### src/rtl/axis_pattern_gen.sv
// axis_pattern_gen: AXI4-Stream RGB test-pattern source (bars, gradient, checkerboard, solid).
// Optional horizontal scrolling of gradient/checkerboard when AXIS_PATTERN_SCROLL_EN is defined.
`default_nettype none

module axis_pattern_gen #(
   parameter int H_ACTIVE = 640,
   parameter int V_ACTIVE = 480
) (
   input  logic        clk,
   input  logic        rst,
   input  logic        enable,
   input  logic [1:0]  pattern_sel,
   input  logic [23:0] solid_rgb,
   output logic        m_axis_tvalid,
   input  logic        m_axis_tready,
   output logic [31:0] m_axis_tdata,
   output logic        m_axis_tlast,
   output logic [7:0]  frame_count
);

   localparam int          BAR_W  = H_ACTIVE / 8;
   localparam int          BC_W   = $clog2(BAR_W + 1);
   localparam logic [10:0] X_LAST = 11'(H_ACTIVE - 1);
   localparam logic [10:0] Y_LAST = 11'(V_ACTIVE - 1);
   localparam logic [BC_W-1:0] BC_LAST = BC_W'(BAR_W - 1);

   typedef enum logic {S_IDLE = 1'b0, S_RUN = 1'b1} state_t;

   state_t            state, state_nx;
   logic [10:0]       x, y, x_nx, y_nx;
   logic [2:0]        bar, bar_nx;
   logic [BC_W-1:0]   bar_cnt, bar_cnt_nx;
   logic [1:0]        sel_q, sel_eff;
   logic [23:0]       rgb_q, rgb_eff, pix;
   logic [7:0]        xe;
   logic              start, adv, stop;
   logic              hs, last_hs;

   assign hs      = m_axis_tvalid & m_axis_tready;
   assign last_hs = hs & m_axis_tlast;

   always_ff @(posedge clk or posedge rst) begin
      if (rst) state <= S_IDLE;
      else     state <= state_nx;
   end

   // x/y/bar always describe the pixel that sits in the output register.
   always_comb begin
      state_nx   = state;
      start      = 1'b0;
      adv        = 1'b0;
      stop       = 1'b0;
      x_nx       = x;
      y_nx       = y;
      bar_nx     = bar;
      bar_cnt_nx = bar_cnt;
      case (state)
         S_IDLE: begin
            if (enable) begin
               start    = 1'b1;
               state_nx = S_RUN;
            end
         end
         S_RUN: begin
            if (last_hs) begin
               if (enable) begin
                  start = 1'b1;
               end else begin
                  stop     = 1'b1;
                  state_nx = S_IDLE;
               end
            end else if (hs) begin
               adv = 1'b1;
            end
         end
         default: state_nx = S_IDLE;
      endcase

      if (start || stop) begin
         x_nx       = '0;
         y_nx       = '0;
         bar_nx     = '0;
         bar_cnt_nx = '0;
      end else if (adv) begin
         if (x == X_LAST) begin
            x_nx       = '0;
            y_nx       = y + 11'd1;
            bar_nx     = '0;
            bar_cnt_nx = '0;
         end else begin
            x_nx = x + 11'd1;
            if (bar_cnt == BC_LAST) begin
               bar_cnt_nx = '0;
               bar_nx     = bar + 3'd1;
            end else begin
               bar_cnt_nx = bar_cnt + 1'b1;
            end
         end
      end
   end

   // A new frame uses the live selections; otherwise the latched ones.
   assign sel_eff = start ? pattern_sel : sel_q;
   assign rgb_eff = start ? solid_rgb   : rgb_q;

`ifdef AXIS_PATTERN_SCROLL_EN
   logic [10:0] offset, offset_nx;
   assign offset_nx = last_hs ? offset + 11'd1 : offset;
   assign xe        = x_nx[7:0] + offset_nx[7:0];

   always_ff @(posedge clk or posedge rst) begin
      if (rst) offset <= '0;
      else     offset <= offset_nx;
   end
`else
   assign xe = x_nx[7:0];
`endif

   always_comb begin
      pix = 24'h000000;
      case (sel_eff)
         2'd0: begin
            case (bar_nx)
               3'd0:    pix = 24'hFFFFFF;
               3'd1:    pix = 24'hFFFF00;
               3'd2:    pix = 24'h00FFFF;
               3'd3:    pix = 24'h00FF00;
               3'd4:    pix = 24'hFF00FF;
               3'd5:    pix = 24'hFF0000;
               3'd6:    pix = 24'h0000FF;
               default: pix = 24'h000000;
            endcase
         end
         2'd1:    pix = {xe, xe, xe};
         2'd2:    pix = (xe[3] ^ y_nx[3]) ? 24'hFFFFFF : 24'h000000;
         default: pix = rgb_eff;
      endcase
   end

   always_ff @(posedge clk or posedge rst) begin
      if (rst) begin
         x             <= '0;
         y             <= '0;
         bar           <= '0;
         bar_cnt       <= '0;
         sel_q         <= '0;
         rgb_q         <= '0;
         frame_count   <= '0;
         m_axis_tvalid <= 1'b0;
         m_axis_tdata  <= '0;
         m_axis_tlast  <= 1'b0;
      end else begin
         x       <= x_nx;
         y       <= y_nx;
         bar     <= bar_nx;
         bar_cnt <= bar_cnt_nx;
         if (start) begin
            sel_q <= pattern_sel;
            rgb_q <= solid_rgb;
         end
         if (last_hs) frame_count <= frame_count + 8'd1;
         if (start || adv) begin
            m_axis_tvalid <= 1'b1;
            m_axis_tdata  <= {8'h00, pix};
            m_axis_tlast  <= (x_nx == X_LAST) && (y_nx == Y_LAST);
         end else if (stop) begin
            m_axis_tvalid <= 1'b0;
            m_axis_tdata  <= '0;
            m_axis_tlast  <= 1'b0;
         end
      end
   end

endmodule

`default_nettype wire

### config.mk
export PLATFORM = sky130hd
export DESIGN_NAME = axis_pattern_gen
export DESIGN_NICKNAME = d
export VERILOG_FILES = /design/src/rtl/axis_pattern_gen.sv
export SDC_FILE = /design/constraint.sdc
export NUM_CORES = 1
export LEC_CHECK = 0
export ABC_AREA = 1
export ABC_CLOCK_PERIOD_IN_PS = 4200
export CORE_UTILIZATION = 49
export DETAILED_ROUTE_END_ITERATION = 10
export MAX_ROUTING_LAYER = met4
export PLACE_DENSITY = 0.73
export SYNTH_ARGS = -nofsm -noshare
export SYNTH_HDL_FRONTEND = slang
export SYNTH_SLANG_ARGS = --single-unit
### constraint.sdc
create_clock -name clk -period 4.2 [get_ports clk]
set_clock_uncertainty 0.2 [all_clocks]
set_input_delay 1.26 -clock clk [delete_from_list [all_inputs] [get_ports clk]]
set_output_delay 1.26 -clock clk [all_outputs]
set_load 0.02 [all_outputs]
==> flow_metrics.py <==
metrics = {
    "clock_network": {
        "cts_max_path_buffers": 2,
        "numCtsBuffers": 9,
        "cts_sinks": 93,
        "htreeDepth": 3,
        "cts-root-buf": "clkbuf_8",
        "hold_buffers": 0,
        "cts_setup_buffers": 0,
        "path_clk_slew_ns": 0.10,
        "cts_tree": "done",
        "cts_resized": 0,
        "clock_latency_ns": 0.38,
    },
    "global_route": {
        "grt_max_degree": 65,
        "antenna_found_initial": 0,
        "grt_pass1_wl_mm": 18.9,
        "grt-ovfl-total": 0,
        "grt_pass1_vias": 3978,
        "grt_usage_pct": 24.1,
    },
    "route": {
        "top_layer_used": "met4",
        "wl_met1_mm": 5.33,
        "wl_met3_um": 577,
        "ant_nets": 0,
        "num_vias": 4287,
        "wire_per_inst_um": 13.4,
        "dr.pass1.iters": 5,
        "route.detailed.drc": 0,
        "wirelength_mm": 11.5,
        "viasPerCell": 5.01,
        "drtIter0Drc": 203,
        "wl_met2_mm": 5.40,
    },
    "status": {
        "status": "finished clean",
    },
    "timing": {
        "drv_slew": 0,
        "hold_violations": 0,
        "tightest_slew_ns": 0.551,
        "fin_crit_sh_pct": 81.2,
        "setup_tns_ns": 0,
        "fin_ws_ns": 0.789,
        "setup_violations": 0,
        "rsz0062_at_grt": "false",
        "fmax_mhz": 293,
        "finalCriticalPeriod_ns": 3.41,
        "relSlewSlack_pct": 63.2,
    },
    "worst_setup_path": {
        "setup.worst_path.start_class": "input pin",
        "timing.rr.start": "x[0]",
        "rr_endpoint": "m_axis_tdata[0]",
        "crit_path_max_fanout": 15,
        "crit_type": "input pin to flop",
        "rr_worst_depth": 13,
        "cp.required_ns": 4.28,
        "end_kind": "flop",
        "critical_path_arrival_ns": 3.50,
        "rrSetupSlack_ns": 1.46,
    },
    "synthesis": {
        "synth_compound_area_share_pct": 5.21,
        "synthesis.area_um2": 5020,
        "yosysWarnings": 0,
        "synth_top_family_by_area": "simple AND/OR/NAND/NOR gates",
        "synth_cells": 653,
        "synthAdderAreaFrac_pct": 1.25,
        "syn_area_per_cell_um2": 7.69,
        "ys_types": 32,
        "synthMuxAreaShare_pct": 4.83,
        "ys_ff_latch": 93,
        "yosys.area_share.xor_xnor_pct": 1.22,
        "synth_top_area_cell": "dfrtp_1",
        "synth-seq-area-share_pct": 46.3,
        "synthSimpleGateAreaFrac_pct": 29.9,
        "synth_top_area_share_pct": 46.3,
        "yosys-top-cells-area": "dfrtp_1 46%, nand2_1 15%, inv_1 7.4%, nand3_1 6.5%, mux2i_1 4.4%",
    },
    "pwr": {
        "p_per_area_nw_per_um2": 540,
        "total_power_mw": 3.23,
        "peakVddDrop_mv": 0.360,
        "power_leakage_nw": 3.40,
    },
    "finish": {
        "fillers": 881,
        "areaGrowthSynthToFinish_pct": 19.2,
        "fin_nets": 753,
        "n_antenna_cell": 0,
        "drive_gt1_share_pct": 8.02,
    },
    "placement": {
        "hpwl_mm": 8.37,
        "place_ws_ns": 0.431,
        "gp_congestion": 0.888,
        "port_buffers": 63,
    },
    "worst_hold_path": {
        "worstHoldEndpoint": "frame_count[7]",
        "worstHoldStart": "frame_count[7]",
        "hold_class": "flop to flop",
        "min_path_cells": 1,
    },
    "floorplanning": {
        "start_util_pct": 50.9,
        "die_w_um": 103,
        "core_um2": 9860,
        "die_area_um2": 10700,
        "die_h_um": 103,
        "rows": 36,
        "design.portCount": 72,
    },
    "run": {
        "cap_violations": 0,
    },
}
-- placed cells by master (no fill, tap or decap), drive strengths merged, types with 8 or more instances in the layout --
master | Yosys | layout
nor2 | 56 | 56
mux2i | 22 | 22
clkdlybuf4s50 | 0 | 63
nand4 | 14 | 14
nand2 | 199 | 199
clkbuf | 4 | 9
conb | 1 | 8
a21oi | 12 | 12
buf | 20 | 8
o21ai | 35 | 35
inv | 106 | 108
nand3 | 66 | 66
dfrtp | 93 | 93
-- report_power, final --
part | internal [mW] | switching (mW) | total (mW)
clock network | 0.343 | 0.351 | 0.694
registers | 1.13 | 0.197 | 1.32
logic | 0.493 | 0.723 | 1.22
-- worst max path at each step --
stage / cells after the start / slack (ns) / from / end
2_1_floorplan: 1 / 0.32 / rst / bar[0]
3_3_place_gp: 12 / 0.50 / m_axis_tready / m_axis_tdata[22]
3_5_place_dp: 10 / 0.43 / m_axis_tready / m_axis_tdata[0]
4_1_cts: 10 / 0.84 / m_axis_tready / m_axis_tdata[0]
5_1_grt: 10 / 0.64 / m_axis_tready / m_axis_tdata[11]
6_report: 12 / 0.79 / m_axis_tready / m_axis_tdata[18]
-- cells in the mapped netlist --
library cell / count
a21o_1: 1
a21oi_1: 10
a21oi_2: 2
buf_2: 7
buf_4: 9
buf_6: 4
clkbuf_1: 4
conb_1: 1
dfrtp_1: 93
ha_1: 5
inv_1: 99
inv_2: 7
mux2_2: 2
mux2i_1: 22
nand2_1: 196
nand2_2: 3
nand3_1: 65
nand3_2: 1
nand3b_1: 1
nand4_1: 12
nand4_2: 1
nand4_4: 1
nor2_1: 47
nor2_2: 6
nor2_4: 3
nor3_1: 6
o21ai_0: 4
o21ai_1: 28
o21ai_2: 3
or2_2: 3
xnor2_1: 5
xor2_1: 2
-- state kept, by name (all words and copies together), names as in the netlist --
register and count:
m_axis_tlast 1, m_axis_tvalid 1, x 11, m_axis_tdata 24, bar 3, state 1, y 11, rgb_q 24
sel_q 2, frame_count 8, bar_cnt 7
-- stage by stage --
step	hold WS [ns]	instance area (µm²)	util (%)	std cells
finish	0.276	5990	60.7	856
global route	0.301	5990	60.7	856
CTS	0.280	5990	60.7	856
detailed placement	0.263	5760	58.4	840
global placement	0.262	5760	58.4	840
floorplan	0.249	5050	-	660
-- critical path, cell delays in order --
cell,delay [ns]
clkdlybuf4s50_1,0.47
nand3_1,0.15
nor2_2,0.08
buf_4,0.20
nand3_1,0.22
nand2_1,0.23
nor2_1,0.25
nor2_1,0.07
nor2_2,0.30
nand3_1,0.14
nand2_1,0.08
nand2_1,0.04
-- kinds of logic after synthesis --
logic type | count (synthesis)
mux | 24
buf+inv | 130
other cells | 1
xor+xnor | 7
fa+ha+maj | 5
flops | 93
compound gates | 48
simple gates | 345
-- layer usage --
metal	track usage (%)	up-vias
li1	-	2150
met1	32.1	2009
met2	36.6	114
met3	3.76	14
met4	10.8	0
met5	-	-
-- layout make-up --
cell class,instances,area (µm²),share of cell area (%)
Sequential cell,93,2330,38.9
Multi-Input combinational cell,437,2160,36.1
Timing Repair Buffer,71,703,11.7
Inverter,106,399,6.67
Tap cell,133,166,2.78
Clock buffer,9,124,2.07
Clock inverter,7,104,1.73
Power figures use the tool's default switching activity.
==> edit: new RTL, config.mk and constraints unchanged <==
`H_ACTIVE`: 640 -> 1280.
--- a/src/rtl/axis_pattern_gen.sv
+++ b/src/rtl/axis_pattern_gen.sv
@@ -5,3 +5,3 @@
 module axis_pattern_gen #(
-   parameter int H_ACTIVE = 640,
+   parameter int H_ACTIVE = 1280,
    parameter int V_ACTIVE = 480
Behaviour: same outputs for any inputs over 4 cycles, from zero or initial values and one cycle with rst high; that may be too few to reach the edited logic, so the function may still have changed.
==> edit against the original RTL <==
Register-to-register slack improved by 300 ps; sequential share of layout area increased by 0.64 points; die area decreased by 0.24%; setup slack improved by 30 ps; sequential cell count increased by 1; clock power decreased by 13%; power decreased by 5.8%; routed wire length decreased by 3.9%; cell area decreased by 0.56%; synthesized area decreased by 0.25%; critical endpoint is now m_axis_tdata[1]; largest cell class unchanged; largest power group unchanged.
==> edit: results (changes against the original RTL) <==
Compound-cell area share of the yosys netlist: 8.12% (+2.9 points)
Syn_area_per_cell: 8.21 µm² (+6.8%)
Critical path type: primary input to flip-flop
CP max FO: 16 (+1)
Routability cong.: 0.880 (-0.95%)
Yosys warning count: 0 (unchanged)
Dpl cells: 797 (-5.1%)
Dpl ws: 421 ps (-9.67 ps)
R2r setup slk: 1760 ps (+300 ps)
First DRT Iteration DRCs: 157 (-23%)
Clk buf depth: 2 (unchanged)
Max transition margin: 47.5% (-16 points)
R2R cell count: 11 (-2)
Clock latency on the worst-skew pair: 360 ps (-20 ps)
CTS Root Cell: clkbuf_8
Top cells by area, synth: dfrtp_1, nand2_1, inv_1
Leak: 3.06 nW (-10%)
Clock transition at the registers of the reported paths: 100 ps (about the same)
Arrival @ worst endpoint: 3440 ps (-60 ps)
DR WL met2: 5310 µm (-1.7%)
Top Layer Used: met4
Mux share of post-synthesis cell area: 3.27% (-1.6 points)
Routed wire length: 11,100 µm (-3.9%)
Post-synthesis xor/xnor area fraction: 2.45% (+1.2 points)
# nets final: 710 (-5.7%)
Met2 GRT Util: 37.4% (+0.77 points)
Tot GR Track Use: 23.8% (-0.29 points)
Worst min path class: flip-flop to flip-flop
Top cells by count, synth: nand2_1, dfrtp_1, inv_1
Crit path largest cell delay: 540 ps (+70 ps)
CTS Hold Bufs: 0 (unchanged)
Vias per inst: 5.03 (+0.35%)
Port Buffer Count: 63 (unchanged)
Sequential area share after synthesis: 47.0% (+0.62 points)
Met1 Usage GRT: 32.1% (about the same)
R2r startpoint: state
WL met1: 5260 µm (-1.4%)
Worst vdd ir: 0.000355 V (-1.2%)
Yosys cell types: 41 (+28%)
Largest regs: m_axis_tdata: 24 flops, rgb_q: 24 flops
Area post-placement: 5750 µm² (about the same)
Largest net degree at the start of global routing: 51 (-22%)
Period utilization: 80.5% (-0.72 points)
Finished Layout Cells: 813 (-5.0%)
Ant. Diodes: 0 (unchanged)
Vias in the first global route: 3,981 (+0.075%)
DP Wirelength: 8130 µm (-2.8%)
CP delay by family, top: simple AND/OR/NAND/NOR gates
Status: finished, final reports clean
Crit path launch: m_axis_tready
Pre-antenna DRT Iters: 5 (unchanged)
First-pass GRT wire length: 18,800 µm (-0.48%)
Synth Area in Adders: 1.25% (+0.0031 points)
Fraction of layout cells with a size suffix above 1: 9.41% (+1.4 points)
CTS Buf Count: 9 (unchanged)
Reg-to-reg endpoint: m_axis_tdata[1]
Routed met3 length: 358 µm (-38%)
M3 GR Usage: 3.46% (-0.31 points)
CP max-delay cell: clkdlybuf4s50_1
[edit: power by group]
part / internal, mW / switching (mW) / total [mW]
Clock: 0.249 / 0.356 / 0.605
Sequential: 1.13 / 0.167 / 1.29
Combinational: 0.466 / 0.682 / 1.15
Total: 1.84 / 1.20 / 3.05
[edit: final cells by class]
type	count	area [µm²]
clock buffers	10	138
clock inverters	6	61.3
fillers	892	3870
inverters	87	345
multi-input cells	414	2200
flip-flops and latches	94	2350
well taps	133	166
repair buffers	69	688
[edit: how the worst min path moves through the flow]
stage | start | to | slack (ps) | depth (start not counted)
after floorplan | rgb_q[0] | rgb_q[0] | 240 | 2
after detailed placement | frame_count[7] | frame_count[7] | 270 | 1
after CTS | frame_count[7] | frame_count[7] | 290 | 1
after global placement | frame_count[7] | frame_count[7] | 260 | 1
final | frame_count[7] | frame_count[7] | 280 | 1
after global routing | rgb_q[23] | rgb_q[23] | 320 | 2
